`config.mk`:
```
export PLATFORM = sky130hd
export DESIGN_NAME = bias_ram_writer_flat
export DESIGN_NICKNAME = d
export VERILOG_FILES = /design/src/rtl/bias_ram_writer_if.sv /design/src/rtl/bias_ram_writer.sv /design/src/flat_wrapper.sv
export SDC_FILE = /design/constraint.sdc
export NUM_CORES = 1
export LEC_CHECK = 0
export CAP_MARGIN = 20
export CORE_ASPECT_RATIO = 2
export CORE_MARGIN = 10
export CORE_UTILIZATION = 40
export DETAILED_ROUTE_END_ITERATION = 10
export REMOVE_ABC_BUFFERS = 1
export SETUP_SLACK_MARGIN = 0.1
export SYNTH_ARGS = -nofsm -noshare
export SYNTH_HDL_FRONTEND = slang
export SYNTH_SLANG_ARGS = --single-unit
```
`constraint.sdc`:
```
create_clock -name clk -period 2.4 [get_ports clk]
set_input_delay 0.24 -clock clk [delete_from_list [all_inputs] [get_ports clk]]
set_output_delay 0.24 -clock clk [all_outputs]
set_load 0.1 [all_outputs]
```
`src/rtl/bias_ram_writer_if.sv`:
```
// Control, input stream and RAM write port of the bias RAM writer.
// The slave modport is the writer itself; master is whoever drives it.
interface bias_ram_writer_if #(
  parameter int DATA_WIDTH = 32,
  parameter int DEPTH      = 64,
  parameter int IN_WIDTH   = 8
);
  localparam int NW = $clog2(DEPTH + 1);
  localparam int AW = (DEPTH > 1) ? $clog2(DEPTH) : 1;

  logic                  start;
  logic [NW-1:0]         num_words;
  logic                  abort;
  logic [IN_WIDTH-1:0]   s_data;
  logic                  s_valid;
  logic                  s_ready;
  logic [DATA_WIDTH-1:0] wr_data;
  logic [AW-1:0]         wr_addr;
  logic                  wr_en;
  logic                  busy;
  logic                  done;
  logic                  error;

  modport master (
    output start, num_words, abort, s_data, s_valid,
    input  s_ready, wr_data, wr_addr, wr_en, busy, done, error
  );

  modport slave (
    input  start, num_words, abort, s_data, s_valid,
    output s_ready, wr_data, wr_addr, wr_en, busy, done, error
  );
endinterface

```
`src/rtl/bias_ram_writer.sv`:
```
// Packs IN_WIDTH stream beats little-endian into DATA_WIDTH words and writes
// num_words consecutive words into a RAM starting at address 0.
module bias_ram_writer #(
  parameter int DATA_WIDTH = 32,
  parameter int DEPTH      = 64,
  parameter int IN_WIDTH   = 8
) (
  input logic               clk,
  input logic               rst_n,
  bias_ram_writer_if.slave  bus
);
  localparam int BEATS = DATA_WIDTH / IN_WIDTH;
  localparam int NW    = $clog2(DEPTH + 1);
  localparam int AW    = (DEPTH > 1) ? $clog2(DEPTH) : 1;
  localparam int BW    = (BEATS > 1) ? $clog2(BEATS) : 1;

  typedef enum logic [1:0] {IDLE, LOAD, WRITE, DONE} state_t;

  state_t                state;
  logic [NW-1:0]         wcnt;
  logic [NW-1:0]         num_q;
  logic [BW-1:0]         bcnt;
  logic [DATA_WIDTH-1:0] asm_q;
  logic [DATA_WIDTH-1:0] word_nxt;
  logic                  wr_en_q;
  logic                  last_beat;

  always_comb begin
    word_nxt = asm_q;
    word_nxt[bcnt*IN_WIDTH +: IN_WIDTH] = bus.s_data;
  end

  assign last_beat = (bcnt == BW'(BEATS - 1));

  // An abort arriving during the WRITE cycle must still cancel the strobe.
  assign bus.wr_en = wr_en_q & ~bus.abort;

  always_ff @(posedge clk or negedge rst_n) begin
    if (!rst_n) begin
      state       <= IDLE;
      wcnt        <= '0;
      num_q       <= '0;
      bcnt        <= '0;
      asm_q       <= '0;
      wr_en_q     <= 1'b0;
      bus.wr_data <= '0;
      bus.wr_addr <= '0;
      bus.s_ready <= 1'b0;
      bus.busy    <= 1'b0;
      bus.done    <= 1'b0;
      bus.error   <= 1'b0;
    end else begin
      wr_en_q   <= 1'b0;
      bus.done  <= 1'b0;
      bus.error <= 1'b0;
      case (state)
        IDLE: begin
          if (bus.start) begin
            if (bus.num_words == '0 || bus.num_words > NW'(DEPTH)) begin
              bus.error <= 1'b1;
            end else begin
              state       <= LOAD;
              wcnt        <= '0;
              bcnt        <= '0;
              num_q       <= bus.num_words;
              bus.s_ready <= 1'b1;
              bus.busy    <= 1'b1;
            end
          end
        end
        LOAD: begin
          if (bus.abort) begin
            state       <= IDLE;
            bcnt        <= '0;
            bus.s_ready <= 1'b0;
            bus.busy    <= 1'b0;
          end else if (bus.s_valid) begin
            asm_q <= word_nxt;
            if (last_beat) begin
              state       <= WRITE;
              bcnt        <= '0;
              wr_en_q     <= 1'b1;
              bus.wr_data <= word_nxt;
              bus.wr_addr <= wcnt[AW-1:0];
              bus.s_ready <= 1'b0;
            end else begin
              bcnt <= bcnt + 1'b1;
            end
          end
        end
        WRITE: begin
          if (bus.abort) begin
            state    <= IDLE;
            bus.busy <= 1'b0;
          end else if (wcnt == num_q - NW'(1)) begin
            state    <= DONE;
            bus.done <= 1'b1;
            bus.busy <= 1'b0;
          end else begin
            state       <= LOAD;
            wcnt        <= wcnt + 1'b1;
            bus.s_ready <= 1'b1;
          end
        end
        default: state <= IDLE;
      endcase
    end
  end
endmodule
```
`src/flat_wrapper.sv`:
```
// flat-port wrapper written by rule: the top's interface ports become plain ports
module bias_ram_writer_flat 
#(
  parameter int DATA_WIDTH = 32,
  parameter int DEPTH      = 64,
  parameter int IN_WIDTH   = 8
)
  (clk, rst_n, bus_start, bus_num_words, bus_abort, bus_s_data, bus_s_valid, bus_s_ready, bus_wr_data, bus_wr_addr, bus_wr_en, bus_busy, bus_done, bus_error);
  bias_ram_writer_if #(.DATA_WIDTH(DATA_WIDTH), .DEPTH(DEPTH), .IN_WIDTH(IN_WIDTH)) bus_i ();
  input logic clk;
  input logic rst_n;
  input wire logic [$bits(bus_i.start)-1:0] bus_start;
  input wire logic [$bits(bus_i.num_words)-1:0] bus_num_words;
  input wire logic [$bits(bus_i.abort)-1:0] bus_abort;
  input wire logic [$bits(bus_i.s_data)-1:0] bus_s_data;
  input wire logic [$bits(bus_i.s_valid)-1:0] bus_s_valid;
  output wire logic [$bits(bus_i.s_ready)-1:0] bus_s_ready;
  output wire logic [$bits(bus_i.wr_data)-1:0] bus_wr_data;
  output wire logic [$bits(bus_i.wr_addr)-1:0] bus_wr_addr;
  output wire logic [$bits(bus_i.wr_en)-1:0] bus_wr_en;
  output wire logic [$bits(bus_i.busy)-1:0] bus_busy;
  output wire logic [$bits(bus_i.done)-1:0] bus_done;
  output wire logic [$bits(bus_i.error)-1:0] bus_error;
  assign bus_i.start = bus_start;
  assign bus_i.num_words = bus_num_words;
  assign bus_i.abort = bus_abort;
  assign bus_i.s_data = bus_s_data;
  assign bus_i.s_valid = bus_s_valid;
  assign bus_s_ready = bus_i.s_ready;
  assign bus_wr_data = bus_i.wr_data;
  assign bus_wr_addr = bus_i.wr_addr;
  assign bus_wr_en = bus_i.wr_en;
  assign bus_busy = bus_i.busy;
  assign bus_done = bus_i.done;
  assign bus_error = bus_i.error;
  bias_ram_writer #(.DATA_WIDTH(DATA_WIDTH), .DEPTH(DEPTH), .IN_WIDTH(IN_WIDTH)) u_core (.clk(clk), .rst_n(rst_n), .bus(bus_i));
endmodule
```
---- After elaboration in Yosys (flattened, before gate mapping) ----
Cells that the tools add are included.
word-level totals
  register bits after elaboration ......... 93
  logic and storage cells ................. 90
  output and inout port bits .............. 43
cells by class
  reductions and logical operators ........ 14
  $add $sub $neg .......................... 4
  shifts and indexed selects .............. 2
  magnitude comparators ................... 1
  equal/unequal tests ..................... 12
  bitwise logic cells ..................... 3
  multiplexer cells ....................... 42
operators by type and width
  kind                                                    count
  negation 5 -> 34 bit                                    1
  variable shift 8 x 34 -> 32 bit (first input constant)  1
  indexed part select 8 x 34 -> 32 bit                    1
  bitwise mux 32 bit                                      1
  two-way mux 7 bit                                       4
  two-way mux 2 bit                                       12
  two-way mux 1 bit                                       20
  one-hot mux 7 bit (2 select lines)                      1
  AND reduction 4 bit                                     3
  != test 2 bit (second input constant)                   5
  AND reduction 5 bit                                     2
  adder 7 x 1 -> 7 bit (second input constant)            1
  equality test 7 bit                                     1
  greater-than comparator 7 bit (second input constant)   1
  logical NOT 7 bit                                       1
  AND reduction 7 bit                                     1
  subtractor 7 x 1 -> 7 bit (second input constant)       1
  != test 3 x 2 -> 1 bit (second input constant)          2
  one-hot mux 1 bit (3 select lines)                      2
  one-hot mux 2 bit (3 select lines)                      1
  AND reduction 3 bit                                     2
  equality test 2 bit (second input constant)             2
  one-hot mux 2 bit (2 select lines)                      1
  nonzero test 2 bit                                      2
  other kinds (8)                                         9

---- Logic depth before layout (Yosys ltp) ----
Gate-level depths: netlist of the first run.
  depth in word-level cells ............... 5
  mapped depth ............................ 9
  mapped depth without buffers ............ 8

---- Least setup slack after synthesis of the first run ----
OpenSTA, ideal clock, no wires.
  path kind ............................... register to register
  start ................................... reg u_core.num_q[0]
  end ..................................... reg u_core.wcnt[5]
  buffers on the path ..................... 1
  stages on the path, launching flop included .. 10
  required time ........................... 2.276 ns
  clock period less this slack ............ 2.133 ns
  slack ................................... 0.267 ns
  arrival time ............................ 2.009 ns
  path through ............................ dfrtp_1 > inv_1 > ha_1 > nor4b_1 > nand3_1 > and3_1 > nor4b_4 > buf_4 > nor4_1 > a211o_1
on the way
  longest elaborated chain between the ends .. 4
ends and longest elaborated chain
  element                        RTL line                RTL
  start: declaration             bias_ram_writer.sv:21   logic [NW-1:0] num_q;
  start signal: assignment       bias_ram_writer.sv:65   num_q <= bus.num_words;
  subtractor 7 x 1 -> 7 bit      bias_ram_writer.sv:95   end else if (wcnt == num_q - NW'(1)) begin
  equality test 7 bit            bias_ram_writer.sv:95
  != test 2 bit (no line)        n/a
  AND reduction 5 bit (no line)  n/a
  end signal: assignment         bias_ram_writer.sv:101  wcnt <= wcnt + 1'b1;
  end: declaration               bias_ram_writer.sv:20   logic [NW-1:0] wcnt;
Every way passes these cells.
A chain may end at the register's enable or synchronous reset.

---- Worst setup path after layout of the first run ----
  start ................................... in bus_num_words[3]
  end ..................................... reg u_core.wcnt[3]
on the way
  longest elaborated chain between the ends .. 4
  elaborated cells on any way between the ends .. 5
ends and longest elaborated chain
  element                                                             RTL line               RTL
  start: declaration                                                  flat_wrapper.sv:13     input wire logic [$bits(bus_i.num_words)-1:0] bus_num_words;
  greater-than comparator 7 bit or logical NOT 7 bit (tied branches)  bias_ram_writer.sv:59  if (bus.num_words == '0 || bus.num_words > NW'(DEPTH)) begin
  logical OR 1 bit *                                                  bias_ram_writer.sv:59
  != test 2 bit (no line) *                                           n/a
  AND reduction 5 bit (no line) *                                     n/a
Mark *: on every way between the ends. The rest lies on a longest branch, timed or not.

==> flow_metrics.tcl, run 1 <==
set metrics [dict create \
    status "finished, final reports clean" \
    cpMostUsedCell "or4_1" \
    numCtsBuffers 9 \
    cts_setup_buffers 0 \
    startpoint_type "input pin" \
    rsz0062_at_grt "true" \
    cp_top_family "simple AND/OR/NAND/NOR gates" \
    antenna_found_initial 0 \
    die_y_um 169 \
    grt_pass1_vias 3659 \
    htreeDepth 3 \
    cp_max_fo 5 \
    grt_pass1_wl_mm 19.0 \
    cp_slowest_stage_delay_ns 0.54 \
    nFillCells 1052 \
    cts_tree "done" \
    fin_tns_setup_ns 0 \
    worstSetupEndpointType "flip-flop" \
    maxSlewViolCount 0 \
    p_total_mw 4.87 \
    dpl.hpwl_mm 8.55 \
    io_buffer_count 62 \
    worstReg2RegEnd "u_core.state[1]" \
    coreArea_sq_um 10900 \
    synthAdderAreaFrac 0.0339 \
    reg2reg_depth 9 \
    fin_util 0.509 \
    io_pins 63 \
    synth_compound_area_frac 0.184 \
    ir_drop_mv 0.448 \
    gp_congestion 0.827 \
    avgSynthCellArea_sq_um 10.3 \
    r2r_start "u_core.num_q[0]" \
    vias 3428 \
    grt-ovfl-total 0 \
    totalWireLength_mm 11.5 \
    grt_max_degree 44 \
    crit_chain "clkdlybuf4s50_1 -> or4_1 -> nor3_2 -> xnor2_1 -> and3_4 -> o21ai_2 -> or4_1 -> nand3_1" \
    regArea_sq_um 2330 \
    async_reset_ff_frac 1.00 \
    drive_above_1_share 0.213 \
    nNetsFinal 535 \
    via_per_inst 5.29 \
    area_delta_synth_final_pct 25.0 \
    multi_input_area_sq_um 1960 \
    worst_slew_pin_slew_ns 0.590 \
    final_common_cell "dfrtp_1" \
    synth_cell_types 46 \
    grt_use_total 0.150 \
    firstDrtPassIters 4 \
    fin_crit_ns 2.19 \
    ys.flop_type "dfrtp_1" \
    worst_ep_required_time_ns 2.67 \
    ff2ff_setup_slack_ns 0.24 \
    setup_viol 0 \
    dieArea_sq_um 15900 \
    worst_slack_ns 0.209 \
    cap_violations 0 \
    crit_buf_inv 1 \
    clk_pin_slew_worst_paths_ns 0.06 \
    wl_per_cell_um 17.8 \
    synthSimpleGateAreaFrac 0.166 \
    drt_iter0_drc 126 \
    synth_edf_count 0 \
    muxShareOfSynthArea 0.0373 \
    ys_ff_latch 93 \
    synth_top_family_by_area "compound AO/OA/AOI/OAI gates" \
    max_freq_mhz 456 \
    hold_viol_final 0 \
    cts_sinks 93 \
    netlist_area_sq_um 4430 \
    ys_seq_area_frac 0.526 \
    post-route-drc-count 0 \
    max_slew_margin 0.606 \
    p_leak_nw 2.63 \
    timing.final.crit_share 0.913 \
    yosys_warnings 0 \
    dpl_cell_area_sq_um 5230 \
    place_ws_ns -0.171 \
    critPathKind "input pin to flip-flop" \
    cpMaxStageDelayCell "or4_1" \
    antenna_left 0 \
    die_x_um 94.4 \
    min_path_type "input pin to async pin" \
    fin_skew_ns 0.0108 \
    mostFrequentLayoutCells "dfrtp_1, buf_4, nand2_1" \
    n_antenna_cell 0 \
    initial_core_util 0.407 \
    synth_xor_area_frac 0.0178 \
    p_per_area_nw_per_um2 880 \
    clockBufferDepth 2 \
    design_area_sq_um 5530 \
    cp_data_arrival_time_ns 2.46 \
    syn_inst 430 \
    cts-root-buf "clkbuf_16" \
    num_rows 54 \
    clk-insertion-delay-late_ns 0.34 \
]
## report_power, final
group          leakage, nW  switching (mW)  internal [mW]
Combinational         1.24           0.951          0.692
Sequential            1.27           0.168           1.75
Clock                0.132           0.602          0.701
## per-stage QoR
step	std cells	hold slack, ns
after floorplan	403	-0.0556
after global placement	631	0.273
after detailed placement	631	0.288
after CTS	648	0.465
after global routing	648	0.494
final	648	0.447
## area by class of cell
type                       instances  share of cell area
sequential                        93               0.421
multi-input combinational        299               0.355
timing repair buffer              89               0.137
clock buffer                      10              0.0414
tap                              140              0.0317
inverter                          11             0.00746
clock inverter                     6             0.00723
## synth_stat cells (all sizes together) (8+ instances only)
library cell | n | area share
dfrtp | 93 | 0.53
nand2 | 51 | 0.043
o21ai | 43 | 0.049
a21oi | 38 | 0.043
nor2b | 37 | 0.052
a22o | 32 | 0.063
clkbuf | 14 | 0.012
buf | 13 | 0.014
ha | 12 | 0.034
mux2 | 12 | 0.031
inv | 11 | 0.0093
nor3 | 8 | 0.010
## sequential cells by signal, indices dropped and copies added, names as in the netlist
name                cells
u_core.state            2
u_core.bcnt             2
u_core.bus.s_ready      1
u_core.asm_q           32
u_core.bus.done         1
u_core.bus.busy         1
u_core.wr_en_q          1
u_core.bus.error        1
u_core.num_q            7
u_core.bus.wr_addr      6
u_core.wcnt             7
u_core.bus.wr_data     32
## metal layers
metal,share of wire,track usage
met1,0.39,0.163
met2,0.55,0.273
met3,0.038,0.0341
met4,0.021,0.0532
met5,0,0
## worst max path at each step
stage | from | end | slack, ns | depth (start not counted)
after global routing | u_core.num_q[0] | u_core.state[1] | 0.08 | 9
after detailed placement | bus_num_words[3] | u_core.bus.s_ready | -0.17 | 8
after floorplan | u_core.state[1] | u_core.bus.wr_addr[0] | -0.26 | 6
after global placement | bus_num_words[3] | u_core.bus.s_ready | -0.09 | 8
final | bus_num_words[3] | u_core.wcnt[3] | 0.21 | 8
after CTS | u_core.num_q[0] | u_core.state[1] | 0.11 | 9
## kinds of logic after synthesis
kind of cell             count (synthesis)
flip-flops                              93
XOR/XNOR                                 9
adder cells (fa/ha/maj)                 12
AND/OR/NAND/NOR                        135
buffers and inverters                   38
AO/OA/AOI/OAI                          128
multiplexers                            15
## repair_timing
action,in CTS,in global routing
hold buffers,1,0
resized for setup,0,5
endpoints found under the setup margin,0,10
endpoints found under the hold margin,41,0
Power figures use the tool's default switching activity.
==> run 2: changes to the inputs <==
--- a/config.mk
+++ b/config.mk
@@ -5,6 +5,7 @@
 export SDC_FILE = /design/constraint.sdc
 export NUM_CORES = 1
 export LEC_CHECK = 0
+export ABC_CLOCK_PERIOD_IN_PS = 2800
 export CAP_MARGIN = 20
 export CORE_ASPECT_RATIO = 2
 export CORE_MARGIN = 10
==> constraint.sdc (replaced) <==
create_clock -name clk -period 2.8 [get_ports clk]
set_input_delay 0.28 -clock clk [delete_from_list [all_inputs] [get_ports clk]]
set_output_delay 0.28 -clock clk [all_outputs]
set_load 0.1 [all_outputs]
==> run 2 against run 1 <==
Net effect:
- cell area shrank 2.7%
- final cell count shrank 2.3%
- sequential share of layout area grew 1.2 points
- global-route usage shrank 0.29 points
- critical path type unchanged
- largest power group unchanged
==> flow_metrics.tcl, run 2 (synthesis results as in run 1) <==
set metrics [dict create \
    grt-ovfl-total 0 \
    grt_max_degree 51 \
    fin_skew_ns 0.00708 \
    fin_crit_ns 2.31 \
    timing.final.crit_share 0.826 \
    via_per_inst 5.27 \
    coreArea_sq_um 10900 \
    status "finished, final reports clean" \
    fin_tns_setup_ns 0 \
    dieArea_sq_um 15900 \
    cap_violations 0 \
    min_path_type "flip-flop to flip-flop" \
    ir_drop_mv 0.389 \
    wl_met2_mm 6.20 \
    p_leak_nw 2.55 \
    critPathKind "input pin to flip-flop" \
    num_rows 54 \
    htreeDepth 3 \
    max_slew_margin 0.559 \
    max_freq_mhz 432 \
    vias 3334 \
    die_y_um 169 \
    wl_per_cell_um 17.8 \
    grt_pass1_wl_mm 18.6 \
    clk-insertion-delay-late_ns 0.34 \
    p_per_area_nw_per_um2 762 \
    clk_pin_slew_worst_paths_ns 0.07 \
    final_common_cell "dfrtp_1" \
    fin_util 0.495 \
    cts_setup_buffers 0 \
    drive_above_1_share 0.183 \
    gp_congestion 0.785 \
    io_buffer_count 62 \
    io_pins 63 \
    totalWireLength_mm 11.3 \
    worst_ep_required_time_ns 3.06 \
    nNetsFinal 521 \
    numCtsBuffers 9 \
    highest_layer "met4" \
    dr_wl_met3_um 409 \
    grt_use_total 0.148 \
    maxSlewViolCount 0 \
    clockBufferDepth 2 \
    cts_sinks 93 \
    die_x_um 94.4 \
    initial_core_util 0.407 \
    met1Wirelength_mm 4.38 \
    cp_max_fo 4 \
    post-route-drc-count 0 \
    worst_slew_pin_slew_ns 0.662 \
    cts-root-buf "clkbuf_16" \
    setup_viol 0 \
    dpl.hpwl_mm 8.30 \
    startpoint_type "input pin" \
    n_antenna_cell 0 \
    drt_iter0_drc 137 \
    hold_viol_final 0 \
    cp_data_arrival_time_ns 2.58 \
    antenna_left 0 \
    worstSetupEndpointType "flip-flop" \
    grt_pass1_vias 3568 \
    cts_tree "done" \
    mostFrequentLayoutCells "dfrtp_1, buf_4, nand2_1" \
    firstDrtPassIters 4 \
    reg_top3 "u_core.asm_q (32), u_core.bus.wr_data (32)" \
    antenna_found_initial 0 \
    area_delta_synth_final_pct 21.6 \
    rsz0062_at_grt "false" \
]
run 2: changes by cell type in the layout (fill, tap and decap cells not counted), sizes merged:
| cell | delta |
|---|---|
| buf | -14 |
| clkbuf | -1 |
| clkinv | -4 |
| clkinvlp | +1 |
| inv | +3 |
run 2: path summary, 6_finish.rpt:
check / start / to / slack (ns) / cells past startpoint
max in group asynchronous: rst_n / u_core.num_q[2] / 1.60 / 3
worst max register to register: u_core.num_q[0] / u_core.state[1] / 0.49 / 9
min in group asynchronous: rst_n / u_core.bus.wr_data[8] / 0.51 / 2
worst max-delay path: bus_num_words[3] / u_core.bus.s_ready / 0.49 / 8
worst min-delay path: u_core.bus.wr_data[1] / u_core.bus.wr_data[1] / 0.49 / 2
worst min register to register: u_core.bus.wr_data[1] / u_core.bus.wr_data[1] / 0.49 / 2
run 2: layout make-up:
cell class                      count  area [sq um]
Sequential cell                    93          2330
Clock inverter                      6          46.3
Clock buffer                        9           225
Inverter                           11          41.3
Timing Repair Buffer               75           623
Multi-Input combinational cell    299          1950
Fill cell                        1028          5490
Tap cell                          140           175
run 2: layer usage:
| metal | up-vias | track usage |
|---|---|---|
| met2 | 60 | 0.265 |
| li1 | 1629 | - |
| met1 | 1631 | 0.160 |
| met3 | 14 | 0.0310 |
| met5 | - | 0 |
| met4 | 0 | 0.0605 |
run 2: timing repair:
item | 4_1_cts | 5_1_grt
hold endpoints to repair | 15 | 0
gates resized for setup | 0 | 0
hold buffers | 1 | 0
run 2: worst max-delay path: stages:
cell             delay [ns]
clkdlybuf4s50_1        0.42
or4_1                  0.54
nor3_2                 0.14
xnor2_1                0.19
a21oi_1                0.12
or2_2                  0.34
a211oi_1               0.30
mux2i_1                0.23
run 2: power by group:
| group | switching (mW) | total [mW] | internal, mW |
|---|---|---|---|
| sequential | 0.161 | 1.66 | 1.50 |
| clock | 0.529 | 1.13 | 0.605 |
| combinational | 0.782 | 1.30 | 0.521 |
| total | 1.47 | 4.10 | 2.63 |
run 2: through the flow:
step / total power [mW] / cells / area, sq um / setup slack [ns] / hold slack (ns)
2_1_floorplan: 2.56 / 403 / 4310 / 0.144 / -0.0156
3_3_place_gp: 2.96 / 617 / 5100 / 0.225 / 0.348
3_5_place_dp: 3.00 / 617 / 5100 / 0.144 / 0.360
4_1_cts: 4.15 / 633 / 5380 / 0.495 / 0.491
5_1_grt: 4.33 / 633 / 5380 / 0.318 / 0.510
6_report: 4.10 / 633 / 5380 / 0.486 / 0.486
==> run 3: changes to the inputs <==
--- a/config.mk
+++ b/config.mk
@@ -5,7 +5,7 @@
 export SDC_FILE = /design/constraint.sdc
 export NUM_CORES = 1
 export LEC_CHECK = 0
-export ABC_CLOCK_PERIOD_IN_PS = 2800
+export ABC_CLOCK_PERIOD_IN_PS = 2350
 export CAP_MARGIN = 20
 export CORE_ASPECT_RATIO = 2
 export CORE_MARGIN = 10
==> constraint.sdc (replaced) <==
create_clock -name clk -period 2.35 [get_ports clk]
set_input_delay 0.235 -clock clk [delete_from_list [all_inputs] [get_ports clk]]
set_output_delay 0.235 -clock clk [all_outputs]
set_load 0.1 [all_outputs]
==> run 3 against run 2 <==
Net effect:
- sequential power grew 19%
- worst setup slack lost 0.34 ns
- non-clock buffer count grew 9
- final cell count grew 1.6%
- clock-buffer cell count grew 1
- utilization grew 1.3 points
- critical endpoint unchanged
- largest cell class unchanged
==> flow_metrics.tcl, run 3 (synthesis results as in run 1) <==
set metrics [dict create \
    worst_slew_pin_slew_ns 0.450 \
    dieArea_sq_um 15900 \
    multi_input_area_sq_um 1970 \
    clkPwrFrac 0.282 \
    setup_viol 0 \
    grt_use_total 0.149 \
    maxSlewViolCount 0 \
    htreeDepth 3 \
    ff2ff_setup_slack_ns 0.15 \
    firstDrtPassIters 4 \
    n_antenna_cell 0 \
    io_pins 63 \
    crit_chain "clkdlybuf4s50_1 -> or4_1 -> nor3_2 -> xnor2_2 -> a21oi_1 -> or2_2 -> a211oi_2 -> mux2i_1" \
    startpoint_type "input pin" \
    final_common_cell "dfrtp_1" \
    fin_crit_ns 2.21 \
    nNetsFinal 530 \
    totalWireLength_mm 11.5 \
    regArea_sq_um 2330 \
    status "finished, final reports clean" \
    fin_util 0.508 \
    reg2reg_depth 9 \
    cts_tree "done" \
    coreArea_sq_um 10900 \
    drt_iter0_drc 128 \
    max_freq_mhz 453 \
    critPathKind "input pin to flip-flop" \
    antenna_found_initial 0 \
    grt_pass1_wl_mm 18.6 \
    clk-insertion-delay-late_ns 0.34 \
    fin_skew_ns 0.00491 \
    ir_drop_mv 0.506 \
    p_leak_nw 2.62 \
    mostFrequentLayoutCells "dfrtp_1, buf_4, nand2_1" \
    numCtsBuffers 9 \
    pwr-share-comb 0.328 \
    dpl.hpwl_mm 8.56 \
    grt_pass1_vias 3610 \
    cp_slowest_stage_delay_ns 0.55 \
    area_delta_synth_final_pct 24.8 \
    initial_core_util 0.407 \
    die_x_um 94.4 \
    drive_above_1_share 0.211 \
    seqPwrFrac 0.390 \
    gp_congestion 0.817 \
    p_sw_mw 1.77 \
    cp_max_fo 3 \
    worst_slack_ns 0.144 \
    r2r_start "u_core.num_q[0]" \
    max_slew_margin 0.700 \
    p_int_mw 3.31 \
    timing.final.crit_share 0.939 \
    swShare 0.349 \
    cpMaxStageDelayCell "or4_1" \
    reg_top3 "u_core.asm_q (32), u_core.bus.wr_data (32)" \
    clk_pin_slew_worst_paths_ns 0.07 \
    cts_sinks 93 \
    clockBufferDepth 2 \
    worstReg2RegEnd "u_core.state[1]" \
    hold_viol_final 0 \
    vias 3431 \
    grt-ovfl-total 0 \
    cts_setup_buffers 0 \
    grt_max_degree 50 \
    p_per_area_nw_per_um2 920 \
    worst_ep_required_time_ns 2.61 \
    post-route-drc-count 0 \
    cp_data_arrival_time_ns 2.46 \
    rsz0062_at_grt "true" \
    cts-root-buf "clkbuf_16" \
    wl_per_cell_um 17.8 \
    min_path_type "input pin to async pin" \
    place_ws_ns -0.214 \
    die_y_um 169 \
    io_buffer_count 62 \
    via_per_inst 5.34 \
    nFillCells 1011 \
    num_rows 54 \
    antenna_left 0 \
    worstSetupEndpointType "flip-flop" \
    cap_violations 0 \
]
## run 3: worst max-delay path: cells and delay by family
kind                   cells  cell delay, ns
XOR/XNOR                   1            0.16
AND/OR/NAND/NOR            3            1.07
AO/OA/AOI/OAI              2            0.35
multiplexers               1            0.23
buffers and inverters      1            0.41
## run 3: layer usage
metal	global-route usage	vias up	wire length (um)
li1	-	1652	-
met1	0.160	1677	4360
met5	0	-	0
met2	0.264	79	6270
met4	0.0691	0	353
met3	0.0328	23	468
## run 3: power by group through the flow
stage                     clock network, mW  logic, mW  registers [mW]
final                                  1.44       1.67            1.98
after global routing                   1.54       1.82            2.01
after CTS                              1.47       1.66            1.98
after detailed placement                  0       1.65            2.00
after global placement                    0       1.61            2.00
after floorplan                           0      0.935            2.12
## run 3: worst max-delay path by stage
stage | to | depth (start not counted) | start
CTS | u_core.wcnt[6] | 9 | u_core.num_q[0]
floorplan | u_core.bus.wr_addr[0] | 6 | u_core.state[1]
global placement | u_core.bus.s_ready | 8 | bus_num_words[3]
detailed placement | u_core.bus.s_ready | 8 | bus_num_words[3]
global route | u_core.state[1] | 9 | u_core.num_q[0]
finish | u_core.bus.s_ready | 8 | bus_num_words[3]
## run 3: through the flow
| stage | hold WS [ns] | instances | setup TNS (ns) | power (mW) | area (sq um) |
|---|---|---|---|---|---|
| floorplan | -0.0606 | 403 | -6.35 | 3.05 | 4310 |
| global placement | 0.134 | 626 | -1.30 | 3.61 | 5190 |
| detailed placement | 0.139 | 626 | -1.49 | 3.65 | 5190 |
| CTS | 0.310 | 643 | 0 | 5.11 | 5500 |
| global route | 0.346 | 643 | 0 | 5.37 | 5530 |
| finish | 0.312 | 643 | 0 | 5.08 | 5530 |
## run 3: area by class of cell
type                            instances  area share
Clock inverter                          6      0.0115
Clock buffer                           10      0.0414
Inverter                               11     0.00747
Timing Repair Buffer                   84       0.129
Multi-Input combinational cell        299       0.357
Tap cell                              140      0.0317
Sequential cell                        93       0.421
## run 3: timing repair
| item | 4_1_cts | 5_1_grt |
|---|---|---|
| setup endpoints to repair | 4 | 27 |
| hold endpoints to repair | 19 | 0 |
| hold buffers | 1 | 0 |
| gates cloned | 0 | 0 |
| resized for setup | 1 | 7 |
